==> src/rtl/instr_fetch_unit.sv <==
// instr_fetch_unit: PC register and instruction fetch over an Imem req/ack handshake.
// Rev 1.0 -- initial release.
`default_nettype none

module instr_fetch_unit #(
  parameter int              XLEN     = 32,
  parameter logic [XLEN-1:0] RESET_PC = '0
) (
  input  logic            clk,
  input  logic            rst_n,
  input  logic [1:0]      PC_src,
  input  logic [XLEN-1:0] Imm_ext,
  input  logic [XLEN-1:0] ALU_result,
  input  logic            Instr_done,
  output logic            Imem_req,
  output logic [XLEN-1:0] Imem_addr,
  input  logic [31:0]     Imem_rdata,
  input  logic            Imem_ack,
  output logic [31:0]     Instr,
  output logic            Instr_valid,
  output logic [XLEN-1:0] PC,
  output logic [XLEN-1:0] PC_plus4,
  output logic            Misalign_err
);

  localparam logic [31:0]     NOP    = 32'h0000_0013;
  localparam logic [XLEN-1:0] PC_INC = XLEN'(4);

  typedef enum logic [1:0] {
    IDLE  = 2'd0,
    FETCH = 2'd1,
    EXEC  = 2'd2,
    ERROR = 2'd3
  } state_t;

  state_t          state;
  state_t          next_state;
  logic [XLEN-1:0] next_pc;
  logic            next_pc_aligned;

  always_comb begin
    next_pc = PC + PC_INC;
    case (PC_src)
      2'b01:   next_pc = PC + Imm_ext;
      2'b10:   next_pc = {ALU_result[XLEN-1:1], 1'b0};
      default: next_pc = PC + PC_INC;
    endcase
    next_pc_aligned = (next_pc[1:0] == 2'b00);
  end

  // Ack takes priority in FETCH simply because Instr_done is only looked at in EXEC.
  always_comb begin
    next_state = state;
    case (state)
      IDLE:    next_state = FETCH;
      FETCH:   if (Imem_ack) next_state = EXEC;
      EXEC:    if (Instr_done) next_state = next_pc_aligned ? FETCH : ERROR;
      ERROR:   next_state = ERROR;
      default: next_state = IDLE;
    endcase
  end

  always_ff @(posedge clk or negedge rst_n) begin
    if (!rst_n) begin
      state <= IDLE;
    end else begin
      state <= next_state;
    end
  end

  always_ff @(posedge clk or negedge rst_n) begin
    if (!rst_n) begin
      PC           <= RESET_PC;
      Instr        <= NOP;
      Instr_valid  <= 1'b0;
      Misalign_err <= 1'b0;
    end else begin
      case (state)
        FETCH: begin
          if (Imem_ack) begin
            Instr       <= Imem_rdata;
            Instr_valid <= 1'b1;
          end
        end
        EXEC: begin
          if (Instr_done) begin
            Instr_valid <= 1'b0;
            if (next_pc_aligned) begin
              PC <= next_pc;
            end else begin
              Misalign_err <= 1'b1;
            end
          end
        end
        default: begin
          Instr_valid <= 1'b0;
        end
      endcase
    end
  end

  // PC only moves on the edge that enters FETCH, so the address is stable per request.
  assign Imem_req  = (state == FETCH);
  assign Imem_addr = PC;
  assign PC_plus4  = PC + PC_INC;

endmodule

`default_nettype wire
==> config.mk <==
export PLATFORM = sky130hd
export DESIGN_NAME = instr_fetch_unit
export DESIGN_NICKNAME = d
export VERILOG_FILES = /design/src/rtl/instr_fetch_unit.sv
export SDC_FILE = /design/constraint.sdc
export NUM_CORES = 1
export LEC_CHECK = 0
export ABC_AREA = 1
export BUFFER_PORTS_ARGS = -buffer_cell sky130_fd_sc_hd__buf_2
export CAP_MARGIN = 40
export CELL_PAD_IN_SITES_DETAIL_PLACEMENT = 0
export CELL_PAD_IN_SITES_GLOBAL_PLACEMENT = 1
export CORE_MARGIN = 10
export CORE_UTILIZATION = 35
export CTS_BUF_LIST = sky130_fd_sc_hd__clkbuf_2 sky130_fd_sc_hd__clkbuf_4 sky130_fd_sc_hd__clkbuf_8
export DETAILED_ROUTE_END_ITERATION = 10
export GPL_TIMING_DRIVEN = 0
export HOLD_SLACK_MARGIN = 0.12
export PLACE_DENSITY_LB_ADDON = 0.12
export RECOVER_POWER = 100
export SYNTH_ARGS = -nofsm -noshare
export SYNTH_HDL_FRONTEND = slang
export SYNTH_SLANG_ARGS = --single-unit
==> constraint.sdc <==
create_clock -name clk -period 2.9 [get_ports clk]
set_input_delay 0.435 -clock clk [delete_from_list [all_inputs] [get_ports clk]]
set_output_delay 0.435 -clock clk [all_outputs]
set_load 0.01 [all_outputs]
==> reports/metrics.cfg, run 1 <==
[logic_synthesis]
ys_seq_elements=68
synthArstFlopShare_pct=100
syn_area_sq_um=6610
yosysTopAreaCell=nand2_1
synth_edf_count=0
synth_top_cells_by_area=nand2_1, dfrtp_1, inv_1
ys_types=43
postSynthAreaPerCell_sq_um=6.05
synth_top_area_share_pct=25.7
seq_area_frac_synth_pct=25.8
synthesis.nets=1229
synth_top_flop_cell=dfrtp_1
synth_warnings=0
synthCells=1092

[detailed_routing]
via_count=7287
ant_nets=0
first_iter_violations=348
drt-total-wl_mm=25.6
drt-vias-per-instance=4.62
drc=0
wl_per_cell_microns=16.3
dr.pass1.iters=4

[worst_setup_path]
r2r_start=Imem_addr[0]$_DFFE_PN0P_
r2r_slack_ps=250
r2r-end=Imem_addr[30]$_DFFE_PN0P_
worstSetupStartpoint=Imem_addr[3]$_DFFE_PN0P_
required_ps=2470
crit_type=reg -> out
arrival_ps=2380
startpoint_type=flop
end_kind=output port
crit_path_end=PC_plus4[24]
crit_fanout=6
worst_r2r_path_depth=11

[clock_tree]
cts_root_buffer=clkbuf_8
clk-insertion-delay-late_ps=360
cts_sinks=68
cts_tree=done
cts_buffer_depth=2
path_clk_slew_ps=80
ctsHtreeMaxLevel=3
cts-buffers-inserted=9

[floorplanning]
die_w_microns=157
start_util_pct=35.5
die_area_sq_um=24800
num_rows=50
die_y_microns=157
coreArea_sq_um=18600
ios=233

[place]
dp_hpwl_mm=21.8
port_buffers=231
dp_slack_ps=194
gp_congestion=0.885

[timing]
final.period_utilization_pct=97.1
fin_crit_ps=2820
slew_headroom_pct=11.8
setup-violations-final=0
worst_slew_pin_slew_ps=1320
rsz0062_at_grt=no
fin_tns_setup_ps=0
hold_violations=0
fin_skew_ps=8.72
final.setup.worst_slack_ps=85.0
fmax_mhz=355
slew_violations=0

[power]
leakage_nw=4.71
power.density_nw_per_um2=923
ir_worst_vdd_v=0.000401

[final_layout]
final_nets=1473
final_cell_mix=nand2_1, buf_2, inv_1
layout_commonest_cell=nand2_1
layout-drive-gt1-share_pct=18.5
syn_to_final_growth_pct=23.9
final.fill_count=2102

[grt]
overflow=0
grt_pass1_vias=7248
grt_pass1_wl_mm=39.2
grt_max_degree=49
antenna_found_initial=1
track_usage_pct=20.3

[min_path]
hp-class=in -> reg

[flow_run]
cap_violations=0

[outcome]
outcome=completed

cells by family after synthesis:
group	share of synthesized area, %
AOI/OAI and AO/OA	9.22
DFF	25.8
xor gates and xnor gates	3.26
and+or+nand+nor	40.8
buffers and inverters	14.2
adders and majority gates	6.74
registers in the layout (all words and copies together) (netlist names):
signal / count
Imem_addr: 32
Instr_valid: 1
Misalign_err: 1
Instr: 32
state: 2
repair_timing:
item	in CTS	in global routing
buffers inserted	0	0
resized for setup	0	2
hold buffers	1	0
setup endpoints to repair	0	1
endpoints found under the hold margin	20	0
routing by layer:
metal  part of all wire [%]  vias to the layer above  GRT usage [%]
li1                       -                     3858              -
met1                     45                     3201           25.6
met2                     47                      208           33.6
met3                    7.4                       20           4.89
met4                    1.3                        0           5.61
met5                      0                        -              0
power by group:
| part | switching, mW | leakage (nW) | internal (mW) |
|---|---|---|---|
| logic | 2.91 | 3.76 | 1.72 |
| registers | 0.672 | 0.842 | 1.37 |
| clock network | 0.408 | 0.102 | 0.488 |
worst max-delay path, stage by stage (launching register included):
cell and delay (ps):
dfrtp_1 480, ha_2 300, inv_1 90, nor2_4 190, inv_2 50, nor2_1 260, nand4_1 200, xnor2_1 260
buf_2 190
cell usage after synthesis, types with 2 or more instances:
| master | instances |
|---|---|
| nor2_2 | 11 |
| nand3b_1 | 8 |
| o21ai_1 | 9 |
| dfrtp_1 | 65 |
| nor3_1 | 9 |
| nand3_2 | 2 |
| and2_1 | 2 |
| nor2_1 | 72 |
| dfstp_2 | 3 |
| nand4_1 | 14 |
| nor3_2 | 3 |
| xnor2_2 | 3 |
| o22ai_1 | 2 |
| nand2_2 | 6 |
| clkbuf_1 | 12 |
| nand3_1 | 50 |
| nand2_1 | 453 |
| o21ai_0 | 28 |
| o21bai_1 | 6 |
| buf_4 | 34 |
| xor2_1 | 17 |
| inv_1 | 143 |
| or2_2 | 5 |
| inv_2 | 11 |
| a21oi_1 | 56 |
| o211ai_1 | 7 |
| nor3_4 | 2 |
| xnor2_1 | 2 |
| ha_1 | 34 |
| buf_2 | 10 |
layout make-up:
cell class | instances | area, sq um | area share, %
clock inverters | 7 | 100 | 1.22
repair buffers | 233 | 1090 | 13.4
well taps | 234 | 293 | 3.57
multi-input cells | 812 | 3940 | 48.1
clock buffers | 9 | 124 | 1.51
flip-flops and latches | 68 | 1710 | 20.8
diodes | 1 | 2.50 | 0.0305
plain buffers | 57 | 349 | 4.26
inverters | 155 | 582 | 7.10
stage by stage:
stage	cell area [sq um]	power (mW)	hold WS, ps	cells	util, %
after global routing	8190	8.34	258	1576	43.9
after global placement	8060	6.87	448	1557	43.2
after floorplan	6610	4.94	139	1092	-
after CTS	8320	7.82	243	1575	44.7
final	8190	7.56	264	1576	43.9
after detailed placement	8090	6.89	355	1558	43.4
how the worst min path moves through the flow:
| stage | startpoint | to | slack (ps) | cells after the start |
|---|---|---|---|---|
| 2_1_floorplan | rst_n | Imem_addr[0]$_DFFE_PN0P_ | 140 | 0 |
| 3_3_place_gp | Instr[3]$_DFFE_PN0P_ | Instr[3]$_DFFE_PN0P_ | 450 | 2 |
| 6_report | Imem_rdata[0] | Instr[0]$_DFFE_PN1P_ | 260 | 3 |
| 5_1_grt | Imem_rdata[0] | Instr[0]$_DFFE_PN1P_ | 260 | 3 |
| 3_5_place_dp | rst_n | Imem_addr[26]$_DFFE_PN0P_ | 350 | 1 |
| 4_1_cts | Imem_rdata[0] | Instr[0]$_DFFE_PN1P_ | 240 | 3 |
No activity file was read; power rests on OpenSTA's default activity.
==> run 2, diff against run 1 <==
--- a/config.mk
+++ b/config.mk
@@ -16,7 +16,7 @@
 export DETAILED_ROUTE_END_ITERATION = 10
 export GPL_TIMING_DRIVEN = 0
 export HOLD_SLACK_MARGIN = 0.12
-export PLACE_DENSITY_LB_ADDON = 0.12
+export PLACE_DENSITY_LB_ADDON = 0.1
 export RECOVER_POWER = 100
 export SYNTH_ARGS = -nofsm -noshare
 export SYNTH_HDL_FRONTEND = slang
==> run 2 against run 1 <==
Net effect:
- global-route usage rose by 0.13 points
- routed wire length rose by 0.44%
- worst hold slack got worse by 1.6 ps
==> reports/metrics.cfg, run 2 (synthesis gave the netlist of run 1 again) <==
[outcome]
outcome=completed

[clock_tree]
cts_root_buffer=clkbuf_8
cts_tree=done
path_clk_slew_ps=80
cts_sinks=68
cts_buffer_depth=2
cts-buffers-inserted=9
clk-insertion-delay-late_ps=360
cts_setup_buffers=0
ctsHtreeMaxLevel=3

[grt]
grt_busiest_layer=met2
grt_max_degree=47
track_usage_pct=20.4
overflow=0
grt_pass1_vias=7284
grt_use_met2_pct=34.2
met1_usage_pct=25.8
grt_pass1_wl_mm=39.5
grt_util_met3_pct=5.05
antenna_found_initial=0

[floorplanning]
coreArea_sq_um=18600
start_util_pct=35.5
die_w_microns=157
die_y_microns=157
num_rows=50
ios=233
die_area_sq_um=24800

[final_layout]
layout_commonest_cell=nand2_1
syn_to_final_growth_pct=23.5
finalNonFillerCells=1576
final.fill_count=2141
final_nets=1473
fin_util_pct=43.8
multi_input_area_sq_um=3930
final_cell_mix=nand2_1, buf_2, inv_1
layout-drive-gt1-share_pct=18.6
fin_area_sq_um=8170
seqCellArea_sq_um=1710

[worst_setup_path]
crit_chain=ha_1, inv_1, nor2_4, inv_2, nor2_2, nand4_1, xnor2_1, buf_2
max_stage_delay_ps=480
crit_fanout=7
end_kind=output port
worst_r2r_path_depth=11
crit_type=reg -> out
r2r_start=Imem_addr[0]$_DFFE_PN0P_
worstSetupStartpoint=Imem_addr[2]$_DFFE_PN0P_
r2r_slack_ps=240
crit_path_end=PC_plus4[24]
crit_slowest_cell=dfrtp_1
crit_buf_inv=3
startpoint_type=flop
r2r-end=Imem_addr[24]$_DFFE_PN0P_
arrival_ps=2270
crit_family=simple AND/OR/NAND/NOR gates
required_ps=2470
crit_cells=8

[timing]
setup-violations-final=0
slew_violations=0
final.setup.worst_slack_ps=192
fin_skew_ps=10.0
worst_slew_pin_slew_ps=1440
rsz0062_at_grt=no
final.period_utilization_pct=93.4
holdWs_ps=263
fin_crit_ps=2710
fmax_mhz=369
fin_tns_setup_ps=0
slew_headroom_pct=4.02
hold_violations=0

[detailed_routing]
first_iter_violations=391
drt-total-wl_mm=25.8
drc=0
wl_per_cell_microns=16.3
dr.pass1.iters=5
ant_nets=0
drt-vias-per-instance=4.64
via_count=7314

[min_path]
whs_path_depth=3
hp-class=in -> reg

[place]
port_buffers=231
dp_cells=1558
dp_slack_ps=196
gp_congestion=0.874
dp_hpwl_mm=21.8
place_area_sq_um=8090

[power]
leakage_nw=4.71
internal_power_mw=3.52
ir_worst_vdd_v=0.000458
swShare_pct=53.2
power.total_mw=7.52
power.density_nw_per_um2=920
p_sw_mw=4.00
pwr-share-comb_pct=61.8
share_seq_of_total_power_pct=27.2
clockPowerShare_pct=11.0

[flow_run]
cap_violations=0

run 2: cell types whose count changed in the layout (fill, tap and decap cells not counted), moves of 2 or more:
cell and delta:
clkinvlp_4 -3, buf_2 +2, clkbuf_1 -2, clkinv_4 +2
run 2: worst register-to-register path, delay by kind of cell, from the launching register on:
family                   cells  cell delay, ps
flip-flops                   1             430
adder cells (fa/ha/maj)      2             680
AND/OR/NAND/NOR              3             300
AO/OA/AOI/OAI                3             600
buffers and inverters        3             590
run 2: layout make-up:
class / count / share of cell area (%)
Timing Repair Buffer: 233 / 13.4
Buffer: 57 / 4.29
Inverter: 155 / 7.12
Tap cell: 234 / 3.58
Multi-Input combinational cell: 812 / 48.1
Antenna cell: 1 / 0.0306
Clock inverter: 5 / 0.751
Clock buffer: 11 / 1.78
Sequential cell: 68 / 20.9
run 2: worst min-delay path by stage:
stage	endpoint	from	slack (ps)
2_1_floorplan	Imem_addr[0]$_DFFE_PN0P_	rst_n	140
3_3_place_gp	Instr[10]$_DFFE_PN0P_	Instr[10]$_DFFE_PN0P_	450
3_5_place_dp	Imem_addr[29]$_DFFE_PN0P_	rst_n	370
4_1_cts	Instr[0]$_DFFE_PN1P_	Imem_rdata[0]	240
5_1_grt	Instr[4]$_DFFE_PN1P_	Imem_rdata[4]	270
6_report	Instr[0]$_DFFE_PN1P_	Imem_rdata[0]	260
run 2: power by group through the flow:
stage | Combinational, mW | Sequential, mW | Clock, mW
global placement | 4.83 | 2.04 | 0
finish | 4.65 | 2.04 | 0.827
global route | 5.27 | 2.12 | 0.882
detailed placement | 4.85 | 2.04 | 0
CTS | 4.87 | 2.04 | 0.849
floorplan | 2.92 | 2.02 | 0
run 2: per-layer routing:
layer,part of all wire [%],up-vias
li1,-,3864
met1,45,3234
met2,47,200
met3,7.4,16
met4,1.0,0
met5,0,-
run 2: timing repair:
action / in CTS / in global routing
hold endpoints to repair: 22 / 0
setup endpoints to repair: 0 / 1
hold buffers: 1 / 0
resized for setup: 0 / 1
==> run 3, diff against run 2 <==
--- a/config.mk
+++ b/config.mk
@@ -10,13 +10,14 @@
 export CAP_MARGIN = 40
 export CELL_PAD_IN_SITES_DETAIL_PLACEMENT = 0
 export CELL_PAD_IN_SITES_GLOBAL_PLACEMENT = 1
+export CORE_ASPECT_RATIO = 0.5
 export CORE_MARGIN = 10
 export CORE_UTILIZATION = 35
 export CTS_BUF_LIST = sky130_fd_sc_hd__clkbuf_2 sky130_fd_sc_hd__clkbuf_4 sky130_fd_sc_hd__clkbuf_8
 export DETAILED_ROUTE_END_ITERATION = 10
 export GPL_TIMING_DRIVEN = 0
 export HOLD_SLACK_MARGIN = 0.12
-export PLACE_DENSITY_LB_ADDON = 0.1
+export PLACE_DENSITY = 0.88
 export RECOVER_POWER = 100
 export SYNTH_ARGS = -nofsm -noshare
 export SYNTH_HDL_FRONTEND = slang
==> run 3 against run 2 <==
Net effect:
- sequential power is essentially flat
- core utilization rose by 0.58 points
- critical path depth down 2
==> reports/metrics.cfg, run 3 (synthesis gave the netlist of run 1 again) <==
[worst_setup_path]
crit_slowest_cell=dfrtp_1
crit_family=simple AND/OR/NAND/NOR gates
arrival_ps=2420
end_kind=output port
worst_r2r_path_depth=9
crit_fanout=7
startpoint_type=flop
max_stage_delay_ps=580
crit_cells=6
crit_type=reg -> out
crit_chain=inv_2, nor3_1, nand2_1, nor2_1, xor2_1, buf_2
required_ps=2470
crit_buf_inv=2

[timing]
rsz0062_at_grt=no
holdWs_ps=256
final.period_utilization_pct=98.3
fin_skew_ps=14.7
fin_crit_ps=2850
fmax_mhz=351
fin_tns_setup_ps=0
setup-violations-final=0
slew_violations=0
worst_slew_pin_slew_ps=646
hold_violations=0
slew_headroom_pct=56.9

[grt]
grt_pass1_wl_mm=41.6
track_usage_pct=21.3
antenna_found_initial=2
overflow=0
grt_pass1_vias=7313
grt_max_degree=62

[place]
dp_hpwl_mm=23.3
gp_congestion=0.944
port_buffers=231

[floorplanning]
die_area_sq_um=25100
num_rows=35
die_y_microns=117
ios=233
coreArea_sq_um=18500
die_w_microns=214
start_util_pct=35.8

[detailed_routing]
first_iter_violations=517
wl_met2_mm=12.6
via_count=7595
dr.pass1.iters=5
ant_nets=0
wl_met3_mm=2.08
drt-vias-per-instance=4.74
drc=0
wl_per_cell_microns=17.2
routed.top_layer=met4
drt-total-wl_mm=27.5
wl_met1_mm=12.6

[min_path]
hp-class=in -> reg
whs_path_depth=3

[power]
power.density_nw_per_um2=926
power.total_mw=7.60
ir_worst_vdd_v=0.000444
leakage_nw=4.70

[clock_tree]
cts-buffers-inserted=9
ctsHtreeMaxLevel=3
clk-insertion-delay-late_ps=380
cts_root_buffer=clkbuf_8
cts_tree=done
cts_setup_buffers=0
cts_buffer_depth=2
cts_sinks=68
path_clk_slew_ps=90

[final_layout]
final_cell_mix=nand2_1, buf_2, inv_1
layout-drive-gt1-share_pct=18.6
final.fill_count=2087
fin_util_pct=44.4
syn_to_final_growth_pct=24.1
final_nets=1473
layout_commonest_cell=nand2_1

[outcome]
outcome=completed

[flow_run]
cap_violations=0

==> run 3: cell types whose count changed in the layout (fill, tap and decap cells not counted), sizes merged <==
cell / previous run / this run
inv: 154 / 155
clkinvlp: 0 / 2
clkbuf: 141 / 143
buf: 159 / 157
clkinv: 5 / 2
diode: 1 / 2
==> run 3: power breakdown <==
part	total, mW	switching [mW]	internal (mW)
sequential	2.05	0.676	1.37
clock	0.865	0.419	0.446
combinational	4.69	2.98	1.71
==> run 3: cell type report <==
cell class,count,area [sq um],share of cell area [%]
Clock buffer,11,151,1.85
Timing Repair Buffer,233,1100,13.4
Inverter,155,582,7.09
Clock inverter,5,58.8,0.717
Antenna cell,2,5.00,0.0610
Tap cell,259,324,3.95
Multi-Input combinational cell,812,3930,47.9
Sequential cell,68,1710,20.8
Buffer,57,348,4.24
==> run 3: worst register-to-register path, delay by kind of cell (launching register included) <==
kind | cells | cell delay, ps
AOI/OAI and AO/OA | 3 | 520
adders and majority gates | 2 | 670
buffers and inverters | 2 | 590
DFF | 1 | 440
and+or+nand+nor | 2 | 330
==> run 3: worst paths after layout <==
kind | slack [ps] | startpoint | endpoint
setup reg to reg | 300 | Imem_addr[0]$_DFFE_PN0P_ | Imem_addr[11]$_DFFE_PN0P_
min in group asynchronous | 550 | rst_n | Imem_addr[25]$_DFFE_PN0P_
max in group asynchronous | 1580 | rst_n | Instr[1]$_DFFE_PN1P_
hold reg to reg | 470 | Instr[1]$_DFFE_PN1P_ | Instr[1]$_DFFE_PN1P_
setup / recovery | 50 | Imem_addr[11]$_DFFE_PN0P_ | PC_plus4[13]
hold / removal | 260 | Imem_rdata[28] | Instr[28]$_DFFE_PN0P_
==> run 3: what timing repair did <==
item,in CTS,in global routing
hold buffers,1,0
resized for setup,0,3
endpoints found under the setup margin,0,3
endpoints found under the hold margin,7,0
==> run 3: per-stage QoR <==
step	worst slack, ps	instance area, sq um	std cells
2_1_floorplan	779	6610	1092
3_3_place_gp	332	8090	1582
3_5_place_dp	296	8120	1583
4_1_cts	15.3	8340	1600
5_1_grt	13.0	8200	1601
6_report	48.1	8200	1602
==> run 3: per-layer routing <==
layer,up-vias,GRT usage [%]
met1,3464,27.4
met3,17,5.98
met4,0,4.08
met5,-,0
met2,247,35.4
li1,3867,-
